**config.mk**
```make
export PLATFORM = sky130hd
export DESIGN_NAME = cfg_regfile_wb
export DESIGN_NICKNAME = d
export VERILOG_FILES = /design/src/rtl/cfg_regfile_wb_pkg.sv /design/src/rtl/cfg_regfile_wb_slave.sv /design/src/rtl/cfg_regfile_wb.sv
export SDC_FILE = /design/constraint.sdc
export NUM_CORES = 1
export LEC_CHECK = 0
export BUFFER_PORTS_ARGS = -buffer_cell sky130_fd_sc_hd__buf_2
export CAP_MARGIN = 15
export CORE_MARGIN = 2
export CORE_UTILIZATION = 50
export CTS_BUF_LIST = sky130_fd_sc_hd__clkbuf_4
export CTS_CLUSTER_DIAMETER = 50
export DETAILED_ROUTE_END_ITERATION = 10
export PLACE_DENSITY = 0.75
export SLEW_MARGIN = 40
export SYNTH_ARGS = -nofsm -noshare
export SYNTH_HDL_FRONTEND = slang
export SYNTH_HIERARCHICAL = 1
export SYNTH_SLANG_ARGS = --single-unit
```
**constraint.sdc**
```tcl
create_clock -name clk -period 2.1 [get_ports clk]
set_input_delay 0.42 -clock clk [delete_from_list [all_inputs] [get_ports clk]]
set_output_delay 0.42 -clock clk [all_outputs]
set_load 0.01 [all_outputs]
```
**src/rtl/cfg_regfile_wb_pkg.sv**
```systemverilog
// rtl/cfg_regfile_wb_pkg.sv - shared constants, Wishbone FSM states and host address fields
package cfg_regfile_wb_pkg;

  localparam logic [15:0] DONE_ADR_DEF  = 16'h0100;
  localparam logic [15:0] READY_ADR_DEF = 16'h0104;

  typedef enum logic [1:0] {
    WB_IDLE  = 2'd0,
    WB_FETCH = 2'd1,
    WB_ACK   = 2'd2
  } wb_state_t;

  // Host address layout: {status select, side, channel[a-1:0]}
  function automatic int host_side_pos(input int a);
    return a;
  endfunction

  function automatic int host_stat_pos(input int a);
    return a + 1;
  endfunction

endpackage

```
**src/rtl/cfg_regfile_wb_slave.sv**
```systemverilog
// rtl/cfg_regfile_wb_slave.sv - per-side Wishbone slave FSM with sticky core-ready flag
module cfg_regfile_wb_slave
  import cfg_regfile_wb_pkg::*;
#(
  parameter int          N_CH      = 32,
  parameter int          CFG_W     = 3,
  parameter logic [15:0] DONE_ADR  = DONE_ADR_DEF,
  parameter logic [15:0] READY_ADR = READY_ADR_DEF
) (
  input  logic                        clk,
  input  logic                        reset,
  input  logic [N_CH-1:0][CFG_W-1:0]  i_words,
  input  logic                        i_cfg_done,
  input  logic [31:0]                 i_wb_adr,
  input  logic [31:0]                 i_wb_dat,
  input  logic [3:0]                  i_wb_sel,
  input  logic                        i_wb_we,
  input  logic                        i_wb_cyc,
  input  logic                        i_wb_stb,
  output logic [31:0]                 o_wb_dat,
  output logic                        o_wb_ack,
  output logic                        o_wb_err,
  output logic                        o_core_ready
);

  localparam int A = $clog2(N_CH);

  wb_state_t   r_state;
  logic [31:0] r_dat;
  logic        r_ack;
  logic        r_ready;
  logic        w_req;
  logic [A-1:0] w_ch;
  logic [31:0] w_rd_val;
  logic        w_unused;

  assign w_req    = i_wb_stb & i_wb_cyc;
  assign w_ch     = i_wb_adr[A+1:2];
  assign w_unused = ^{i_wb_dat, i_wb_sel, i_wb_adr};

  always_comb begin
    w_rd_val = 32'(i_words[w_ch]);
    if (i_wb_adr[15:0] == DONE_ADR)
      w_rd_val = {31'b0, i_cfg_done};
    else if (i_wb_adr[15:0] == READY_ADR)
      w_rd_val = {31'b0, r_ready};
  end

  always_ff @(posedge clk) begin
    if (reset) begin
      r_state <= WB_IDLE;
      r_dat   <= 32'b0;
      r_ack   <= 1'b0;
      r_ready <= 1'b0;
    end else begin
      case (r_state)
        WB_IDLE: begin
          r_ack <= 1'b0;
          if (w_req && i_wb_we) begin
            r_state <= WB_ACK;
            r_ack   <= 1'b1;
            if (i_wb_adr[15:0] == READY_ADR)
              r_ready <= 1'b1;
          end else if (w_req) begin
            r_state <= WB_FETCH;
          end
        end
        WB_FETCH: begin
          // A master that gives up mid-read gets no ack.
          if (w_req) begin
            r_dat   <= w_rd_val;
            r_ack   <= 1'b1;
            r_state <= WB_ACK;
          end else begin
            r_state <= WB_IDLE;
          end
        end
        WB_ACK: begin
          r_ack   <= 1'b0;
          r_state <= WB_IDLE;
        end
        default: begin
          r_ack   <= 1'b0;
          r_state <= WB_IDLE;
        end
      endcase
    end
  end

  assign o_wb_dat     = r_dat;
  assign o_wb_ack     = r_ack;
  assign o_wb_err     = 1'b0;
  assign o_core_ready = r_ready;

endmodule

```
**src/rtl/cfg_regfile_wb.sv**
```systemverilog
// rtl/cfg_regfile_wb.sv - channel config register file, host port plus two Wishbone slaves; optional CFG_INT_LOCK_EN
module cfg_regfile_wb
  import cfg_regfile_wb_pkg::*;
#(
  parameter int          N_CH      = 32,
  parameter int          CFG_W     = 3,
  parameter logic [15:0] DONE_ADR  = DONE_ADR_DEF,
  parameter logic [15:0] READY_ADR = READY_ADR_DEF
) (
  input  logic                      clk,
  input  logic                      reset,
  input  logic                      cs,
  input  logic                      rs,
  input  logic                      ws,
  input  logic [$clog2(N_CH)+1:0]   addrs,
  input  logic [7:0]                w_data,
  output logic [7:0]                r_data,
  input  logic [31:0]               i_wb_adr_e,
  input  logic [31:0]               i_wb_dat_e,
  input  logic [3:0]                i_wb_sel_e,
  input  logic                      i_wb_we_e,
  input  logic                      i_wb_cyc_e,
  input  logic                      i_wb_stb_e,
  output logic [31:0]               o_wb_dat_e,
  output logic                      o_wb_ack_e,
  output logic                      o_wb_err_e,
  input  logic [31:0]               i_wb_adr_d,
  input  logic [31:0]               i_wb_dat_d,
  input  logic [3:0]                i_wb_sel_d,
  input  logic                      i_wb_we_d,
  input  logic                      i_wb_cyc_d,
  input  logic                      i_wb_stb_d,
  output logic [31:0]               o_wb_dat_d,
  output logic                      o_wb_ack_d,
  output logic                      o_wb_err_d,
  output logic                      cfg_done_e,
  output logic                      cfg_done_d,
  output logic                      core_ready_e,
  output logic                      core_ready_d
);

  localparam int A    = $clog2(N_CH);
  localparam int SIDE = host_side_pos(A);
  localparam int STAT = host_stat_pos(A);

  logic [N_CH-1:0][CFG_W-1:0] r_word_e, r_word_d;
  logic [N_CH-1:0]            r_cfg_e, r_cfg_d;
  logic                       r_done_e, r_done_d;
  logic                       r_rd_d, r_wr_d, r_rd_pend;
  logic [A+1:0]               r_rd_addr;
  logic                       w_rd, w_wr, w_commit, w_lock_drop;
  logic [A-1:0]               w_ch, w_rch;
  logic [7:0]                 w_rd_val;
  logic                       w_unused;

`ifdef CFG_INT_LOCK_EN
  logic r_lock_e, r_lock_d;
  assign w_lock_drop = addrs[SIDE] ? core_ready_e : core_ready_d;
`else
  assign w_lock_drop = 1'b0;
`endif

  assign w_rd     = cs & rs;
  assign w_wr     = cs & ws;
  assign w_commit = r_wr_d & ~w_wr;
  assign w_ch     = addrs[A-1:0];
  assign w_rch    = r_rd_addr[A-1:0];
  assign w_unused = ^w_data;

  always_comb begin
    w_rd_val = 8'(r_rd_addr[SIDE] ? r_word_e[w_rch] : r_word_d[w_rch]);
    if (r_rd_addr[STAT]) begin
      w_rd_val = {7'b0, r_rd_addr[SIDE] ? core_ready_e : core_ready_d};
`ifdef CFG_INT_LOCK_EN
      w_rd_val[1] = r_rd_addr[SIDE] ? r_lock_e : r_lock_d;
`endif
    end
  end

  always_ff @(posedge clk) begin
    if (reset) begin
      r_word_e  <= '0;
      r_word_d  <= '0;
      r_cfg_e   <= '0;
      r_cfg_d   <= '0;
      r_done_e  <= 1'b0;
      r_done_d  <= 1'b0;
      r_rd_d    <= 1'b0;
      r_wr_d    <= 1'b0;
      r_rd_pend <= 1'b0;
      r_rd_addr <= '0;
      r_data    <= 8'b0;
`ifdef CFG_INT_LOCK_EN
      r_lock_e  <= 1'b0;
      r_lock_d  <= 1'b0;
`endif
    end else begin
      r_rd_d    <= w_rd;
      r_wr_d    <= w_wr;
      // Read edge is captured with its address and served one clock later.
      r_rd_pend <= w_rd & ~r_rd_d;
      if (w_rd & ~r_rd_d)
        r_rd_addr <= addrs;
      if (r_rd_pend)
        r_data <= w_rd_val;
      if (w_commit && !addrs[STAT]) begin
        if (w_lock_drop) begin
`ifdef CFG_INT_LOCK_EN
          if (addrs[SIDE]) r_lock_e <= 1'b1;
          else             r_lock_d <= 1'b1;
`endif
        end else if (addrs[SIDE]) begin
          r_word_e[w_ch] <= w_data[CFG_W-1:0];
          r_cfg_e[w_ch]  <= 1'b1;
        end else begin
          r_word_d[w_ch] <= w_data[CFG_W-1:0];
          r_cfg_d[w_ch]  <= 1'b1;
        end
      end
      r_done_e <= &r_cfg_e;
      r_done_d <= &r_cfg_d;
    end
  end

  assign cfg_done_e = r_done_e;
  assign cfg_done_d = r_done_d;

  cfg_regfile_wb_slave #(
    .N_CH(N_CH), .CFG_W(CFG_W), .DONE_ADR(DONE_ADR), .READY_ADR(READY_ADR)
  ) u_slave_e (
    .clk(clk), .reset(reset), .i_words(r_word_e), .i_cfg_done(r_done_e),
    .i_wb_adr(i_wb_adr_e), .i_wb_dat(i_wb_dat_e), .i_wb_sel(i_wb_sel_e),
    .i_wb_we(i_wb_we_e), .i_wb_cyc(i_wb_cyc_e), .i_wb_stb(i_wb_stb_e),
    .o_wb_dat(o_wb_dat_e), .o_wb_ack(o_wb_ack_e), .o_wb_err(o_wb_err_e),
    .o_core_ready(core_ready_e)
  );

  cfg_regfile_wb_slave #(
    .N_CH(N_CH), .CFG_W(CFG_W), .DONE_ADR(DONE_ADR), .READY_ADR(READY_ADR)
  ) u_slave_d (
    .clk(clk), .reset(reset), .i_words(r_word_d), .i_cfg_done(r_done_d),
    .i_wb_adr(i_wb_adr_d), .i_wb_dat(i_wb_dat_d), .i_wb_sel(i_wb_sel_d),
    .i_wb_we(i_wb_we_d), .i_wb_cyc(i_wb_cyc_d), .i_wb_stb(i_wb_stb_d),
    .o_wb_dat(o_wb_dat_d), .o_wb_ack(o_wb_ack_d), .o_wb_err(o_wb_err_d),
    .o_core_ready(core_ready_d)
  );

endmodule

```
After elaboration in Yosys (flattened, before gate mapping). Index checks and enable logic that the tools add are counted.

Magnitude comparators: 5. Multiplexer cells: 35. Bitwise operators: 11. Equality and inequality tests: 10. Reduce and logical (&&, ||, !) cells: 15.

Operator list (count): $bwmux 96 (2); $eq 16x9->1 const B (4); $mux 32 (2); $or 32x32->32 (2); $reduce_and 32->1 (2); $bmux 3 s5 (4); $mux 3 (9); $lt 5x6->1 const B (4); $demux 3 s5 (1); $mux 2 (6); $pmux 2 s2 (2); $reduce_and 2->1 (4); $and 1x1->1 (6); $mux 1 (6); $ne 3x1->1 const B (2); $reduce_and 3->1 (2); $demux 1 s5 (1); $ge 5x1->1 const B (1); $eq 2x1->1 const B (2); $logic_and 1x1->1 (4); $logic_not 2->1 (2); $ne 2x1->1 const B (2); $pmux 1 s2 (2); $not 1->1 (3); $logic_not 1->1 (1).

Register bits after elaboration: 348. Output and inout bits: 80. Word-level logic and storage cells: 157.

Logic depth before layout (Yosys ltp). Gate-level depths: netlist of the first run.

Depth after elaboration: 5. Mapped depth: 9. Depth with buffers taken out: 5.

Modules after synthesis. Netlist of the first run, hierarchy kept.

By module, submodules not included: cfg_regfile_wb (area each 11563.6 um^2, times used 1, cells an instance 1352); cfg_regfile_wb_slave (u_slave_d) (area each 1410.1 um^2, times used 1, cells an instance 130); cfg_regfile_wb_slave (u_slave_e) (area each 1386.3 um^2, times used 1, cells an instance 136).

Worst setup path after synthesis of the first run. OpenSTA, ideal clock, no wires.

Kind: reg-to-reg. Start point: reg r_rd_addr[0]. End point: reg r_data[0]. Period minus slack after synthesis: 2.026 ns. Setup slack: 0.074 ns. Stages on the path, launching flop included: 8. Data arrival time: 1.895 ns. Setup time: 0.131 ns. Path buffers: 2. Cell sequence: dfxtp_1 > buf_6 > buf_8 > mux4_1 > mux4_2 > nand2b_1 > a31oi_1 > o311ai_1.

Word-level cells in the longest chain between the ends: 4. Elaborated cells on any way between the ends: 6.

RTL lines: start, declared (line cfg_regfile_wb.sv:50) `logic [A+1:0] r_rd_addr;`; start signal, assigned (line cfg_regfile_wb.sv:103) `r_rd_addr <= addrs;`; $bmux 3 s5 (line cfg_regfile_wb.sv:71) `w_rd_val = 8'(r_rd_addr[SIDE] ? r_word_e[w_rch] : r_word_d[w_rch]);`; $mux 3 (implied by the code) (line cfg_regfile_wb.sv:71); $mux 3 * (line cfg_regfile_wb.sv:71); $mux 3 * (line cfg_regfile_wb.sv:72) `if (r_rd_addr[STAT]) begin`; end signal, assigned (line cfg_regfile_wb.sv:105) `r_data <= w_rd_val;`; end, declared (line cfg_regfile_wb.sv:17) `output logic [7:0] r_data,`.

Mark *: on every way between the ends. The rest lies on a longest branch, timed or not. The select of a mux whose other input is x is not followed. A chain may end at the register's enable or synchronous reset.

Final worst setup path of the first run.
Start point: reg r_rd_addr[1]. End point: reg r_data[2].

The elaborated chain is that of the path after synthesis.

==> implementation parameters, run 1 <==
Parameter                              Value

Global route
  Global-route layer with the greatest usage    met2
  Grt ovf    0
  Fraction of met2 tracks used by global routing    0.418
  First-pass GRT wire length    64300 um
  Met1 routing resource usage after global routing    0.348
  GR Layer Usage met3    0.0581
  Overall routing resource usage    0.266
  Initial antenna violation count    3
  Largest net degree at the start of global routing    110
  Via count of the first global-routing pass    between 10000 and 15000

STA
  Period utilisation layout    1.03
  Endpoints failing hold    0
  WHS    around 0.045 ns
  Number of endpoints failing setup at the final stage    3
  Unrepaired setup endpoints after global routing    yes
  Final critical path time including I/O delays and setup    2.16 ns
  Post-route worst setup slack    -0.0583 ns
  Final count of pins violating max slew    0
  Setup_tns    -0.0874 ns
  FMAX    463 MHz
  Worst Clk Skew    0.0319 ns
  Tightest Pin Transition    ~0.77 ns
  Max-slew headroom    0.484

Floorplanning
  Area of the core    28500 sq um
  Die area    ~30000 sq um
  Total I/O pin count    roughly 240
  Vertical die dimension    between 150 and 200 um
  Starting utilization of the core area    0.504
  Chip Width    173 um
  Row count    a little over 60

CTS
  CTS Root Cell    clkbuf_4
  Worst-path clk slew    around 0.06 ns
  TritonCTS clock tree    done
  Maximum buffer depth of the clock tree    3
  Number of H-tree levels    3
  Clock latency on the worst-skew pair    a little under 0.7 ns
  CTS sink cnt    285
  Number of buffers inserted during clock tree synthesis    71

Final layout
  Number of nets in the layout    ~1900
  Fraction of layout cells with a size suffix above 1    0.206
  Area grow syn2layout    11.9%
  Number of cells in the finished layout apart from fillers    2132

Synthesis
  Mean instance size in the synthesized netlist    8.88 sq um
  Mapped cell area    14400 sq um
  Number of distinct library cells after synthesis    57
  Area leader, netlist    dfxtp_1
  Dominant synthesized flop cell    dfxtp_1
  Sequential share of the synthesized area    0.397
  Synth Instances    1618
  Top-area cell type share of the netlist area    0.397
  Post-synth EDFFs    0
  Count of state elements after synthesis    285
  Proportion of register bits with asynchronous set or reset after synthesis    0
  List of most frequent post-synthesis cells    285 x dfxtp_1, 251 x nand2_1, 234 x a21oi_1
  Cells taking the most area after synthesis    dfxtp_1 40%, mux4_2 9.9%, a21oi_1 8.2%
  Synthesis warning total    6
  Count leader, synth    dfxtp_1

Detailed routing
  Vias after detailed routing    about 13000
  Via-to-Cell Ratio    6.03
  Initial drt markers    around 1300
  Post-detailed-route count of antenna-violating nets    0
  Total DRC errors in the routed layout    0
  Total iterations of the first detailed-routing run    5
  Routed WL per cell    between 15 and 20 um
  Final WL    approximately 40000 um

Status
  Violations in the final reports    negative setup slack
  Status    complete, but fails checks

Setup path
  Delay of the slowest cell on the worst path    approximately 0.52 ns
  Crit-path slowest cell    mux4_2
  Largest fanout of any net on the critical path    9
  Crit end category    flip-flop
  Worst Path Class, Setup    reg -> reg
  Ordered list of cells on the worst path    buf_12, mux4_2, mux4_2, mux2i_1, or3_1, o311ai_1
  Worst Setup Start Kind    flip-flop
  Worst EP required    2.64 ns
  Cell repeated most along the worst path    mux4_2
  Worst path arrival time    between 2 and 3 ns

Placement
  HPWL after detailed placement    approximately 27000 um
  Post-Place Setup Slack    -0.136 ns
  Placer Congestion    0.892
  Placed instance count    2004
  PortBufs    between 60 and 70

Power and ir drop
  Final Power    between 10 and 15 mW
  Pwr Density    roughly 660 nW/um^2
  Leak Pwr    5.69 nW
  Worst ir drop on vdd    0.000253 V

Job
  # Max-Cap Violations    0

Hold path
  Path type of the worst min-delay path    in -> reg
==> repair_timing <==
item,in CTS,in global routing
hold buffers,3,0
pin swaps,0,0
hold endpoints to repair,3,0
buffers inserted,2,2
gates resized for setup,15,2
endpoints found under the setup margin,3,3
cloned,1,1
==> worst max-delay path: cells and delay by family (launching register included) <==
kind | cells | cell delay, ns
AO/OA/AOI/OAI | 1 | 0.09
buffers and inverters | 1 | 0.15
flip-flops | 1 | 0.40
multiplexers | 3 | 1.24
AND/OR/NAND/NOR | 1 | 0.14
==> cell type report <==
class,count,area [sq um]
Antenna cell,1,2.50
Clock inverter,24,93.8
Tap cell,384,480
Multi-Input combinational cell,1171,7650
Timing Repair Buffer,161,1380
Fill cell,2464,12400
Sequential cell,285,5710
Clock buffer,94,706
Inverter,12,45.0
==> registers in the layout, summed over array words and instances (netlist names), 2 cells and up <==
| register | flops |
|---|---|
| r_rd_addr | 7 |
| u_slave_e/o_wb_dat | 3 |
| u_slave_d/o_wb_dat | 3 |
| r_cfg_d | 32 |
| u_slave_d/r_state | 2 |
| r_data | 3 |
| r_word_e | 96 |
| r_word_d | 96 |
| r_cfg_e | 32 |
| u_slave_e/r_state | 2 |
==> placed cells by master, fill, tap and decap left out, types with 23 or more instances in the layout <==
master      n
dfxtp_1   283
nand2_1   251
a21oi_1   234
nor2_1    153
nand3_1   107
o21ai_0   101
clkbuf_4   94
mux4_2     76
buf_2      66
buf_4      66
conb_1     65
mux4_1     27
buf_12     23
==> per-layer routing <==
| metal | routed length [um] | vias up | part of all wire |
|---|---|---|---|
| li1 | - | 5842 | - |
| met1 | 15900 | 6050 | 0.39 |
| met2 | 18500 | 837 | 0.45 |
| met3 | 4670 | 117 | 0.11 |
| met4 | 1580 | 2 | 0.039 |
| met5 | 12 | - | 0.00030 |
==> final timing paths <==
check                             from                         endpoint  slack (ns)  depth (start not counted)
max          r_rd_addr[1]$_SDFFE_PP0P_           r_data[2]$_SDFFE_PP0P_       -0.06                          6
min                         i_wb_stb_d  u_slave_d/o_wb_ack$_SDFFE_PP0P_        0.05                          3
max reg2reg  r_rd_addr[1]$_SDFFE_PP0P_           r_data[2]$_SDFFE_PP0P_       -0.06                          6
min reg2reg          r_rd_d$_SDFF_PP0_             r_rd_pend$_SDFF_PP0_        0.44                          1
==> per-stage QoR <==
stage,util,area (sq um)
2_1_floorplan,-,14600
3_3_place_gp,0.533,15200
3_5_place_dp,0.533,15200
4_1_cts,0.563,16000
5_1_grt,0.565,16100
6_report,0.565,16100
==> logic make-up (layout without fill, tap and decap cells) <==
family                 count (synthesis)  after routing  synth area share
AO/OA/AOI/OAI                        371            371             0.138
buffers and inverters                224            291            0.0859
flip-flops                           285            285             0.397
multiplexers                         131            131             0.192
other                                  3             66          0.000784
AND/OR/NAND/NOR                      604            604             0.186
==> report_power, final <==
| group | internal (mW) | total, mW | switching [mW] |
|---|---|---|---|
| combinational | 0.305 | 0.852 | 0.548 |
| clock | 2.08 | 4.30 | 2.22 |
| sequential | 5.42 | 5.44 | 0.0201 |
No activity file was read; power rests on OpenSTA's default activity.
==> inputs of run 2 (changes only) <==
--- a/config.mk
+++ b/config.mk
@@ -13,6 +13,7 @@
 export CTS_CLUSTER_DIAMETER = 50
 export DETAILED_ROUTE_END_ITERATION = 10
 export PLACE_DENSITY = 0.75
+export REMOVE_ABC_BUFFERS = 1
 export SLEW_MARGIN = 40
 export SYNTH_ARGS = -nofsm -noshare
 export SYNTH_HDL_FRONTEND = slang
==> implementation parameters, run 2 (synthesis gave the netlist of run 1 again) <==
Parameter                              Value

Status
  Status    complete, but fails checks
  Violations in the final reports    negative setup slack

CTS
  Maximum buffer depth of the clock tree    3
  TritonCTS clock tree    done
  Clock latency on the worst-skew pair    about 0.70 ns
  Number of H-tree levels    3
  CTS sink cnt    285
  CTS Root Cell    clkbuf_4
  Worst-path clk slew    roughly 0.07 ns
  Number of buffers inserted during clock tree synthesis    between 70 and 80

STA
  Max-slew headroom    0.484
  Setup_tns    -0.110 ns
  Final critical path time including I/O delays and setup    roughly 2.2 ns
  Unrepaired setup endpoints after global routing    yes
  Endpoints failing hold    0
  Final count of pins violating max slew    0
  Number of endpoints failing setup at the final stage    3
  Post-route worst setup slack    -0.0595 ns
  Tightest Pin Transition    about 0.77 ns
  Worst Clk Skew    around 0.045 ns
  Period utilisation layout    1.03
  FMAX    463 MHz

Setup path
  Delay of the slowest cell on the worst path    0.55 ns
  Worst EP required    ~2.6 ns
  Worst Path Class, Setup    reg -> reg
  Cell repeated most along the worst path    mux4_2
  Crit-path slowest cell    mux4_2
  Worst Setup Start Kind    flip-flop
  Crit end category    flip-flop
  Largest fanout of any net on the critical path    10
  Worst path arrival time    roughly 2.7 ns
  Ordered list of cells on the worst path    buf_12, mux4_2, mux4_2, nand2b_4, a31oi_1, o311ai_1

Final layout
  Number of nets in the layout    around 1900
  Cell area after layout    about 16000 sq um
  Number of cells in the finished layout apart from fillers    between 2000 and 2500
  Commonest non-fill, non-tap cell in the layout    dfxtp_1
  Area grow syn2layout    12.9%
  Core Util, Final    0.570
  Registers with the most flip-flops    r_word_d (96), r_word_e (96)
  Most used cells in the layout excluding fill and tap cells    283 x dfxtp_1, 251 x nand2_1, 234 x a21oi_1, 153 x nor2_1, 107 x nand3_1
  Fraction of layout cells with a size suffix above 1    0.211

Global route
  Initial antenna violation count    2
  Overall routing resource usage    0.263
  Grt ovf    0
  Met1 routing resource usage after global routing    0.339
  Fraction of met2 tracks used by global routing    0.427
  Largest net degree at the start of global routing    ~160
  Global-route layer with the greatest usage    met2
  GR Layer Usage met3    0.0522
  First-pass GRT wire length    ~64000 um
  Via count of the first global-routing pass    12139

Placement
  HPWL after detailed placement    26300 um
  PortBufs    67
  Post-Place Setup Slack    -0.308 ns
  Placer Congestion    around 0.9
  Cell Area, Placed    ~15000 sq um
  Placed instance count    between 1500 and 2000

Floorplanning
  Starting utilization of the core area    0.504
  Die area    approximately 30000 sq um
  Vertical die dimension    around 170 um
  Chip Width    roughly 170 um
  Total I/O pin count    242
  Area of the core    roughly 28000 sq um
  Row count    62

Hold path
  Path type of the worst min-delay path    in -> reg

Detailed routing
  Post-detailed-route count of antenna-violating nets    0
  Routed WL per cell    around 19 um
  Final WL    about 40000 um
  Total DRC errors in the routed layout    0
  Vias after detailed routing    roughly 13000
  Total iterations of the first detailed-routing run    8
  Via-to-Cell Ratio    a little over 6
  Initial drt markers    ~1400

Job
  # Max-Cap Violations    0

Power and ir drop
  Leak Pwr    approximately 5.8 nW
  Worst ir drop on vdd    around 0.00029 V
  Pwr Density    688 nW/um^2
[run 2: cell count changes in the layout (fill, tap and decap cells not counted), moves of 2 or more]
cell and change:
clkbuf_4 +10, clkinv_1 -8, buf_12 -5, mux4_1 +4
mux4_2 -4, buf_6 +3, bufinv_16 +3, inv_2 -3
buf_4 +2
[run 2: repair_timing]
item	4_1_cts	5_1_grt
gates resized for setup	8	13
gates cloned	1	1
hold endpoints to repair	4	0
pin swaps	0	2
hold buffers	3	0
setup buffers	8	3
endpoints found under the setup margin	3	3
[run 2: worst paths after layout]
check	cells past startpoint	from	slack, ns	to
worst max-delay path	6	r_rd_addr[0]$_SDFFE_PP0P_	-0.06	r_data[0]$_SDFFE_PP0P_
worst min-delay path	3	rs	0.04	r_rd_d$_SDFF_PP0_
worst max register to register	6	r_rd_addr[0]$_SDFFE_PP0P_	-0.06	r_data[0]$_SDFFE_PP0P_
worst min register to register	1	r_rd_d$_SDFF_PP0_	0.42	r_rd_pend$_SDFF_PP0_
[run 2: power breakdown]
group | switching, mW | leakage (nW) | internal [mW]
clock network | 2.23 | 0.547 | 2.63
registers | 0.0178 | 2.30 | 5.42
logic | 0.545 | 2.93 | 0.309
total | 2.79 | 5.78 | 8.36
[run 2: critical path, delay by kind of cell, from the launching register on]
family	cells	cell delay, ns
compound gates	2	0.26
buf+inv	1	0.17
flops	1	0.40
mux	2	1.03
simple gates	1	0.15
[run 2: area by class of cell]
| cell class | instances | area [sq um] |
|---|---|---|
| well taps | 384 | 480 |
| diodes | 1 | 2.50 |
| clock buffers | 104 | 781 |
| flip-flops and latches | 285 | 5710 |
| inverters | 12 | 45.0 |
| repair buffers | 163 | 1370 |
| clock inverters | 16 | 145 |
| multi-input cells | 1171 | 7680 |
| fillers | 2420 | 12300 |
[run 2: layer usage]
layer  up-vias  routed length (um)
met5         -                   9
met4         2                1530
met3       117                3820
met2       773               19100
met1      6270               16100
li1       5851                   -
[run 2: per-stage QoR]
step                      total power [mW]  hold WS, ns
final                                 11.2       0.0375
after global routing                  11.6       0.0373
after CTS                             11.2     0.000294
after detailed placement              6.35        0.409
after global placement                6.34        0.401
after floorplan                       5.85        0.391
